### config.mk
export PLATFORM = sky130hd
export DESIGN_NAME = sc_mux_add
export DESIGN_NICKNAME = d
export VERILOG_FILES = /design/src/rtl/sc_mux_add.sv
export SDC_FILE = /design/constraint.sdc
export NUM_CORES = 1
export LEC_CHECK = 0
export CAP_MARGIN = 25
export CORE_ASPECT_RATIO = 0.9
export CORE_MARGIN = 4
export CORE_UTILIZATION = 35
export CTS_CLUSTER_DIAMETER = 40
export DETAILED_ROUTE_END_ITERATION = 16
export GPL_TIMING_DRIVEN = 0
export SLEW_MARGIN = 20
export SYNTH_ARGS = -nofsm -noshare
export SYNTH_HDL_FRONTEND = slang
export SYNTH_SLANG_ARGS = --single-unit
### constraint.sdc
create_clock -name clk -period 2.29 [get_ports clk]
set_input_delay 0.229 -clock clk [delete_from_list [all_inputs] [get_ports clk]]
set_output_delay 0.229 -clock clk [all_outputs]
set_load 0.02 [all_outputs]
### src/rtl/sc_mux_add.sv
// sc_mux_add: stochastic-computing multiplexer adder. Each accepted sample selects one
// input lane (LFSR or round-robin), registers it, and counts selected lanes whose bit 0 is set.
module sc_mux_add #(
    parameter int          W    = 2,
    parameter int          NCH  = 4,
    parameter int          LEN  = 256,
    parameter logic [15:0] SEED = 16'hACE1,
    localparam int         SELW = $clog2(NCH),
    localparam int         CW   = $clog2(LEN + 1)
) (
    input  logic              clk,
    input  logic              rst,
    input  logic              start,
    input  logic              mode,
    input  logic [NCH*W-1:0]  in_data,
    input  logic              in_valid,
    output logic              in_ready,
    output logic [W-1:0]      out_data,
    output logic              out_valid,
    output logic [SELW-1:0]   out_sel,
    output logic [CW-1:0]     ones_cnt,
    output logic              busy,
    output logic              done,
    output logic [1:0]        dbg_state
);

    // Handshake: a sample transfers on any cycle with in_valid && in_ready; in_ready is
    // high exactly while in RUN and never depends on in_valid.
    typedef enum logic [1:0] {
        S_IDLE = 2'd0,
        S_RUN  = 2'd1,
        S_DONE = 2'd2
    } state_t;

    state_t          state, state_nxt;
    logic            mode_q;
    logic [15:0]     lfsr;
    logic [15:0]     lfsr_nxt;
    logic [SELW-1:0] rr;
    logic [SELW-1:0] sel;
    logic [CW-1:0]   cnt;
    logic            accept;
    logic            last;
    logic [W-1:0]    lanes [NCH];

    for (genvar k = 0; k < NCH; k++) begin : g_lane
        assign lanes[k] = in_data[k*W +: W];
    end

    assign accept    = in_valid && (state == S_RUN);
    assign sel       = mode_q ? rr : lfsr[SELW-1:0];
    assign last      = (cnt == CW'(LEN - 1));
    // Fibonacci taps 16,14,13,11 map to bits 15,13,12,10.
    assign lfsr_nxt  = {lfsr[14:0], lfsr[15] ^ lfsr[13] ^ lfsr[12] ^ lfsr[10]};

    assign in_ready  = (state == S_RUN);
    assign busy      = (state == S_RUN);
    assign done      = (state == S_DONE);
    assign dbg_state = state;

    always_ff @(posedge clk or posedge rst) begin
        if (rst) begin
            state <= S_IDLE;
        end else begin
            state <= state_nxt;
        end
    end

    always_comb begin
        state_nxt = state;
        case (state)
            S_IDLE:  if (start) state_nxt = S_RUN;
            S_RUN:   if (accept && last) state_nxt = S_DONE;
            S_DONE:  state_nxt = S_IDLE;
            default: state_nxt = S_IDLE;
        endcase
    end

    always_ff @(posedge clk or posedge rst) begin
        if (rst) begin
            mode_q    <= 1'b0;
            lfsr      <= SEED;
            rr        <= '0;
            cnt       <= '0;
            ones_cnt  <= '0;
            out_data  <= '0;
            out_sel   <= '0;
            out_valid <= 1'b0;
        end else begin
            out_valid <= accept;
            case (state)
                S_IDLE: begin
                    if (start) begin
                        mode_q   <= mode;
                        lfsr     <= SEED;
                        rr       <= '0;
                        cnt      <= '0;
                        ones_cnt <= '0;
                    end
                end
                S_RUN: begin
                    if (accept) begin
                        out_data <= lanes[sel];
                        out_sel  <= sel;
                        ones_cnt <= ones_cnt + CW'(lanes[sel][0]);
                        cnt      <= cnt + CW'(1);
                        if (mode_q) begin
                            rr <= rr + SELW'(1);
                        end else begin
                            lfsr <= lfsr_nxt;
                        end
                    end
                end
                default: ;
            endcase
        end
    end

endmodule

==> impl_summary.log, run 1 <==
INFO  metric synth_warnings = 0
INFO  metric antenna_left = 0
INFO  metric pwr_density_cell = approximately 1100 nW/um2
INFO  metric cts_buffer_depth = 2
INFO  metric floorplan.die_area = ~7200 um2
INFO  metric synth.distinct_cells = 45
INFO  metric syn_nets = 199
INFO  metric timing.critical_path.mode_cell = sky130_fd_sc_hd__mux2i_1
INFO  metric worst-path-max-fanout = 3
INFO  metric timing_max_transition_violations_final = 0
INFO  metric compound_gate_fraction_of_synth_area = ~16%
INFO  metric ctsHtreeMaxLevel = 2
INFO  metric worstHoldPathType = in -> async
INFO  metric rr_startpoint = mode_q$_DFFE_PP0P_
INFO  metric synthMuxAreaShare = 5.09%
INFO  metric numCtsBuffers = 5
INFO  metric die-height = between 80 and 90 um
INFO  metric total_number_of_vias = roughly 1,500
INFO  metric timing.setup.critical_path_class = reg -> reg
INFO  metric critPathRequiredTime = approximately 2500 ps
INFO  metric critical-path-max-stage-delay = slightly above 400 ps
INFO  metric synth_top_family_by_area = compound AO/OA/AOI/OAI gates
INFO  metric timing.final.crit_share = 97.1%
INFO  metric viasPerCell = 5.13
INFO  metric diodes = 0
INFO  metric critical_path_arrival = 2460 ps
INFO  metric ir_drop = 590 uV
INFO  metric syn-mean-instance-area = 11.3 um2
INFO  metric wire_length_of_the_first_global_routing_pass = 7120 um
INFO  metric synth_edf_count = 0
INFO  metric asyncSetResetFlopFracSynth = 100%
INFO  metric groute.usage.overall = 13.0%
INFO  metric routed_wirelength = 4250 um
INFO  metric timing.reg2reg.setup_slack = 70 ps
INFO  metric final.setup_skew = about 4.2 ps
INFO  metric synth_area = about 2100 um2
INFO  metric maxcap_viol_count = 0
INFO  metric dominantRegCellSynth = sky130_fd_sc_hd__dfrtp_1
INFO  metric max_slew.worst_pin.slew = 749 ps
INFO  metric critPathCaptureType = flop
INFO  metric cts.root.buffer_cell = sky130_fd_sc_hd__clkbuf_8
INFO  metric top_level_ports = 32
INFO  metric grt-ovfl-total = 0
INFO  metric outcome = finished clean
INFO  metric std_cell_rows = 26
INFO  metric sinks_on_clock_net = 44
INFO  metric gp_congestion = ~0.74
INFO  metric place.detailed.hpwl = slightly below 3000 um
INFO  metric final.fill_count = approximately 530
INFO  metric yosys_register_bits = 44
INFO  metric route.detailed.wl_per_inst = roughly 14 um
INFO  metric detail_route.drc_violations = 0
INFO  metric max_clock_freq = about 0.45 GHz
INFO  metric fraction_of_layout_cells_with_a_size_suffix_above_1 = around 18%
INFO  metric setup-violations-final = 0
INFO  metric clkSlewWorstSetupHoldPaths = 80 ps
INFO  metric drt-initial-drc-count = 52
INFO  metric portBuffers = 31
INFO  metric xor_xnor_portion_of_the_synthesized_cell_area = around 4.7%
INFO  metric timing.critical_path.from_type = flop
INFO  metric cp_slowest_cell = sky130_fd_sc_hd__or4_1
INFO  metric layout.cells.non_filler = slightly below 300
INFO  metric max-slew-margin-rel = roughly half
INFO  metric cp_top_delay_family = simple AND/OR/NAND/NOR gates
INFO  metric synthesis.instances = ~180
INFO  metric floorplan.core_area = 5690 um2
INFO  metric unrepaired_setup_endpoints_after_global_routing = yes
INFO  metric hold_violations = 0
INFO  metric power.leakage = approximately 1.1 nW
INFO  metric layout.core_utilization = 46.5%
INFO  metric yosys.area_share.simple = 14.5%
INFO  metric initial_core_utilization = 36.3%
INFO  metric finalNetCount = 242
INFO  metric area_growth = 28.2%
INFO  metric tritoncts = done
INFO  metric synth-adder-area-share = about 2.4%
INFO  metric worst_skew_late_latency = ~300 ps
INFO  metric sequential_cell_area_fraction_in_the_yosys_report = 53.8%
INFO  metric reg2reg_to = ones_cnt[8]$_DFFE_PP0P_
INFO  metric cp_cell_sequence = buf_6, mux2i_4, mux2i_1, mux2i_1, ha_2, ha_4, and3_4, nand3_2, or4_1, nand2_1
INFO  metric drt-pass1-iter-count = 4
INFO  metric reg2regPathDepth = 10
INFO  metric period_needed = roughly 2200 ps
INFO  metric first_global_vias = approximately 1,500
INFO  metric dp.cells = approximately 280
INFO  metric grt_start_max_net_pins = 32
INFO  metric die_width = 89.0 um
INFO  metric path_buf_inv = 1
INFO  metric initial_antenna_violation_count = 0
==> worst reg2reg max path, stage by stage (launching register included) <==
cell and delay [ps]:
sky130_fd_sc_hd__dfrtp_1 340, sky130_fd_sc_hd__buf_6 130, sky130_fd_sc_hd__mux2i_4 270, sky130_fd_sc_hd__mux2i_1 100
sky130_fd_sc_hd__mux2i_1 190, sky130_fd_sc_hd__ha_2 240, sky130_fd_sc_hd__ha_4 140, sky130_fd_sc_hd__and3_4 190
sky130_fd_sc_hd__nand3_2 70, sky130_fd_sc_hd__or4_1 410, sky130_fd_sc_hd__nand2_1 70
==> flip-flops by register name, indices dropped and copies added, names as in the netlist <==
name	cells
cnt	9
mode_q	1
dbg_state	2
lfsr	16
out_sel	2
out_valid	1
out_data	2
rr	2
ones_cnt	9
==> logic make-up (layout without fill, tap and decap cells) <==
group                    Yosys count  count (layout)
AO/OA/AOI/OAI                     44              44
flip-flops                        44              44
AND/OR/NAND/NOR                   57              57
adder cells (fa/ha/maj)            4               4
XOR/XNOR                          11              11
multiplexers                       9               9
buffers and inverters             13              57
==> metal layers <==
| metal | wire [um] | GRT usage, % | share of wire, % |
|---|---|---|---|
| met1 | 2170 | 19.3 | 51 |
| met2 | 1790 | 17.9 | 42 |
| met3 | 208 | 2.94 | 4.9 |
| met4 | 92 | 6.25 | 2.2 |
| met5 | 0 | 0 | 0 |
==> per-stage QoR <==
stage	cell area [um2]	worst slack (ps)	hold slack [ps]	TNS, ps	total power [mW]
2_1_floorplan	2060	82.3	334	0	1.93
3_3_place_gp	2460	-178	474	-191	2.23
3_5_place_dp	2480	-197	478	-239	2.25
4_1_cts	2620	4.16	224	0	2.84
5_1_grt	2650	-68.8	247	-68.8	3.02
6_report	2650	66.2	215	0	2.83
==> worst max path at each step <==
| stage | from | end | slack (ps) | cells after the start |
|---|---|---|---|---|
| after global routing | mode_q$_DFFE_PP0P_ | ones_cnt[8]$_DFFE_PP0P_ | -70 | 10 |
| after detailed placement | mode_q$_DFFE_PP0P_ | ones_cnt[8]$_DFFE_PP0P_ | -200 | 10 |
| after global placement | mode_q$_DFFE_PP0P_ | ones_cnt[8]$_DFFE_PP0P_ | -180 | 10 |
| after floorplan | mode_q$_DFFE_PP0P_ | ones_cnt[8]$_DFFE_PP0P_ | 80 | 10 |
| after CTS | mode_q$_DFFE_PP0P_ | ones_cnt[8]$_DFFE_PP0P_ | 4 | 10 |
| final | mode_q$_DFFE_PP0P_ | ones_cnt[8]$_DFFE_PP0P_ | 70 | 10 |
==> power by group <==
part / switching [mW] / total [mW] / internal (mW)
sequential: 0.229 / 1.32 / 1.09
combinational: 0.459 / 1.01 / 0.552
clock: 0.251 / 0.497 / 0.246
==> cells in the mapped netlist, drive strengths merged, types with 5 or more instances <==
cell   number  area, um2
a22o       10       87.6
nor2       13       51.3
xor2        8       70.1
nand3       6       30.0
nand2      20       75.1
buf         5       40.0
o21ai      12       60.1
dfstp       8        210
mux2i       7       82.6
dfrtp      36        901
o22a        7       61.3
==> layout make-up <==
| class | count | area (um2) | area share (%) |
|---|---|---|---|
| Buffer | 8 | 57.6 | 2.17 |
| Clock buffer | 8 | 90.1 | 3.40 |
| Inverter | 5 | 18.8 | 0.709 |
| Multi-Input combinational cell | 125 | 921 | 34.8 |
| Sequential cell | 44 | 1110 | 42.0 |
| Tap cell | 70 | 87.6 | 3.31 |
| Timing Repair Buffer | 36 | 360 | 13.6 |
==> cells in the final DEF (no fill, tap or decap), types with 2 or more instances in the layout <==
cell type and n:
sky130_fd_sc_hd__a21oi_1 4, sky130_fd_sc_hd__clkbuf_8 6, sky130_fd_sc_hd__nand2_1 20, sky130_fd_sc_hd__inv_2 2
sky130_fd_sc_hd__o211ai_1 4, sky130_fd_sc_hd__buf_6 3, sky130_fd_sc_hd__inv_1 2, sky130_fd_sc_hd__mux2_2 2
sky130_fd_sc_hd__nor2_1 12, sky130_fd_sc_hd__a22o_1 10, sky130_fd_sc_hd__xnor2_1 3, sky130_fd_sc_hd__xor2_1 8
sky130_fd_sc_hd__clkbuf_1 5, sky130_fd_sc_hd__dfstp_2 8, sky130_fd_sc_hd__buf_4 5, sky130_fd_sc_hd__nand4_1 2
sky130_fd_sc_hd__and2_1 2, sky130_fd_sc_hd__mux2i_1 5, sky130_fd_sc_hd__nand3_1 5, sky130_fd_sc_hd__o21ai_0 11
sky130_fd_sc_hd__dfrtp_1 35, sky130_fd_sc_hd__o22a_1 7, sky130_fd_sc_hd__or4_1 2, sky130_fd_sc_hd__clkdlybuf4s50_1 31
sky130_fd_sc_hd__mux2i_4 2, sky130_fd_sc_hd__ha_1 2
==> what timing repair did <==
| action | in CTS | in global routing |
|---|---|---|
| setup endpoints to repair | 2 | 3 |
| pin swaps | 1 | 2 |
| hold buffers | 0 | 0 |
| buffers inserted | 3 | 1 |
| hold endpoints to repair | 0 | 0 |
| gates resized for setup | 5 | 6 |
Note: power is estimated with default switching activity, not from simulation.
==> run 2, diff against run 1 <==
- DONT_BUFFER_PORTS: default -> 1
==> run 2 against run 1 <==
Net effect: combinational power down 20%; largest power group unchanged; clock power up 30%; sequential share of layout area up 4.2 points; clock skew up 4.2 ps; flip-flop and latch count unchanged; setup slack worse by 46 ps; critical endpoint unchanged; non-clock buffer count down 27; largest cell class unchanged; design area down 9.2%.
==> impl_summary.log, run 2 (synthesis gave the netlist of run 1 again) <==
INFO  metric outcome = finished clean
INFO  metric max_clock_freq = 0.441 GHz (-2.0%)
INFO  metric total_number_of_vias = 1,414 (-6.9%)
INFO  metric timing.final.crit_share = 99.1% (+2.0 points)
INFO  metric global_route.usage.met1 = 18.7% (-0.53 points)
INFO  metric cts.root.buffer_cell = sky130_fd_sc_hd__clkbuf_8
INFO  metric die-height = 80.9 um (unchanged)
INFO  metric sinks_on_clock_net = 44 (unchanged)
INFO  metric first_global_vias = 1,443 (-2.8%)
INFO  metric floorplan.core_area = 5690 um2 (unchanged)
INFO  metric layout.core_utilization = 42.2% (-4.3 points)
INFO  metric routed_wirelength = 4190 um (-1.4%)
INFO  metric timing.hold.worst.start = mode
INFO  metric max-slew-margin-rel = 48.9% (-1.1 points)
INFO  metric ctsHtreeMaxLevel = 2 (unchanged)
INFO  metric critical_path_arrival = 2510 ps (+50 ps)
INFO  metric max_slew.worst_pin.slew = 766 ps (+17.1 ps)
INFO  metric cts_buffer_depth = 2 (unchanged)
INFO  metric drt-initial-drc-count = 51 (-1.9%)
INFO  metric groute.usage.overall = 12.9% (-0.13 points)
INFO  metric area_growth = 16.5%
INFO  metric rr_startpoint = mode_q$_DFFE_PP0P_
INFO  metric hold_depth = 2
INFO  metric finalNetCount = 215 (-11%)
INFO  metric power.leakage = 1.04 nW (-7.0%)
INFO  metric tritoncts = done
INFO  metric grt.met2_usage = 18.0% (+0.15 points)
INFO  metric globalRouteMet3Util = 4.77% (+1.8 points)
INFO  metric ir_drop = 610 uV (+3.5%)
INFO  metric worstHoldPathType = in -> reg
INFO  metric gp_congestion = 0.735 (about the same)
INFO  metric final.setup_skew = 8.45 ps (+4.20 ps)
INFO  metric finalInstanceArea = 2400 um2 (-9.2%)
INFO  metric place.detailed.hpwl = 2960 um (-0.53%)
INFO  metric setup-violations-final = 0 (unchanged)
INFO  metric diodes = 0 (unchanged)
INFO  metric reg2regPathDepth = 10 (unchanged)
INFO  metric detailedPlace.worstSlack = -237 ps (-39.3 ps)
INFO  metric portBuffers = 0 (-100%)
INFO  metric period_needed = 2270 ps (+45.7 ps)
INFO  metric top_regs = lfsr (16), cnt (9), ones_cnt (9)
INFO  metric timing_max_transition_violations_final = 0 (unchanged)
INFO  metric std_cell_rows = 26 (unchanged)
INFO  metric final_common_cell = sky130_fd_sc_hd__dfrtp_1
INFO  metric worst_skew_late_latency = 290 ps (about the same)
INFO  metric unrepaired_setup_endpoints_after_global_routing = yes
INFO  metric maxcap_viol_count = 0 (unchanged)
INFO  metric grt-ovfl-total = 0 (unchanged)
INFO  metric timing.reg2reg.setup_slack = 20 ps (-50 ps)
INFO  metric final.setup.worst_slack = 20.5 ps (-45.7 ps)
INFO  metric timing.critical_path.from_type = flop
INFO  metric numCtsBuffers = 5 (unchanged)
INFO  metric initial_core_utilization = 36.3% (unchanged)
INFO  metric viasPerCell = 5.26 (+2.5%)
INFO  metric top_level_ports = 32 (unchanged)
INFO  metric antenna_left = 0 (unchanged)
INFO  metric post_dp_cell_area = 2170 um2 (-13%)
INFO  metric worst-path-max-fanout = 4 (+1)
INFO  metric route.detailed.wl_per_inst = 15.6 um (+8.5%)
INFO  metric largest_register_ff_count = 16 (unchanged)
INFO  metric critPathRequiredTime = 2530 ps (about the same)
INFO  metric clkSlewWorstSetupHoldPaths = 80 ps (about the same)
INFO  metric die_width = 89.0 um (unchanged)
INFO  metric detail_route.drc_violations = 0 (unchanged)
INFO  metric pwr_density_cell = 1200 nW/um2 (+12%)
INFO  metric critPathCaptureType = flop
INFO  metric initial_antenna_violation_count = 0 (unchanged)
INFO  metric drt-pass1-iter-count = 4 (unchanged)
INFO  metric hold-path-endpoint = mode_q$_DFFE_PP0P_
INFO  metric grt_most_used_layer = met1
INFO  metric timing.setup.critical_path_class = reg -> reg
INFO  metric registers.top_by_ff_count = lfsr
INFO  metric wire_length_of_the_first_global_routing_pass = 7040 um (-1.2%)
INFO  metric fraction_of_layout_cells_with_a_size_suffix_above_1 = 21.6% (+3.9 points)
INFO  metric layout_common_cells = sky130_fd_sc_hd__dfrtp_1 (36), sky130_fd_sc_hd__nand2_1 (20), sky130_fd_sc_hd__nor2_1 (12), sky130_fd_sc_hd__o21ai_0 (11), sky130_fd_sc_hd__a22o_1 (10)
INFO  metric hold_violations = 0 (unchanged)
INFO  metric reg2reg_to = ones_cnt[8]$_DFFE_PP0P_
INFO  metric report.power.total = 2.87 mW (+1.6%)
INFO  metric floorplan.die_area = 7190 um2 (unchanged)
INFO  metric grt_start_max_net_pins = 33 (+3.1%)
==> run 2: cell count changes in the layout (fill, tap and decap cells not counted), sizes merged <==
cell	change
clkbuf	-1
clkdlybuf4s50	-31
bufinv	+1
dlygate4sd3	+1
buf	+3
==> run 2: layout make-up <==
cell class | count | area [um2]
tap | 70 | 87.6
fill | 531 | 3290
timing repair buffer | 9 | 82.6
inverter | 5 | 18.8
multi-input combinational | 125 | 921
buffer | 8 | 57.6
sequential | 44 | 1110
clock inverter | 1 | 30.0
clock buffer | 7 | 96.3
==> run 2: worst max path at each step <==
stage	startpoint	endpoint	slack (ps)	cells past startpoint
finish	mode_q$_DFFE_PP0P_	ones_cnt[8]$_DFFE_PP0P_	20	10
global route	mode_q$_DFFE_PP0P_	ones_cnt[8]$_DFFE_PP0P_	-130	10
global placement	mode_q$_DFFE_PP0P_	ones_cnt[8]$_DFFE_PP0P_	-190	10
detailed placement	mode_q$_DFFE_PP0P_	ones_cnt[8]$_DFFE_PP0P_	-240	10
CTS	mode_q$_DFFE_PP0P_	ones_cnt[8]$_DFFE_PP0P_	7	10
floorplan	mode_q$_DFFE_PP0P_	ones_cnt[8]$_DFFE_PP0P_	80	10
==> run 2: where the power goes <==
part	total, mW	switching (mW)	internal (mW)
combinational	0.807	0.354	0.453
clock	0.645	0.260	0.385
sequential	1.42	0.333	1.09
==> run 2: critical path: stages, from the launching register on <==
cell	delay [ps]
sky130_fd_sc_hd__dfrtp_1	340
sky130_fd_sc_hd__buf_6	140
sky130_fd_sc_hd__mux2i_4	290
sky130_fd_sc_hd__mux2i_1	110
sky130_fd_sc_hd__mux2i_1	210
sky130_fd_sc_hd__ha_2	250
sky130_fd_sc_hd__ha_4	140
sky130_fd_sc_hd__and3_4	190
sky130_fd_sc_hd__nand3_2	80
sky130_fd_sc_hd__or4_1	400
sky130_fd_sc_hd__nand2_1	80
==> run 2: through the flow <==
stage | std cells | hold WS, ps | TNS [ps]
after floorplan | 182 | 334 | 0
after global placement | 252 | 345 | -234
after detailed placement | 253 | 87.6 | -326
after CTS | 267 | 37.1 | 0
after global routing | 269 | 37.6 | -372
final | 269 | 47.7 | 0
==> run 2: layer usage <==
metal / vias to the layer above / wire length (um)
met5: - / 0
met3: 2 / 286
met4: 0 / 32
met1: 689 / 2020
li1: 687 / -
met2: 36 / 1850
==> run 2: timing repair <==
action                     4_1_cts  5_1_grt
hold endpoints to repair        12        0
hold buffers                     1        0
buffers inserted                 5        2
gates resized for setup          9        0
setup endpoints to repair        2        3
==> run 3, diff against run 2 <==
- CTS_CLUSTER_SIZE: default -> 30
==> results of run 3 <==
The final DEF is identical to that of run 2; final timing and power are the same.
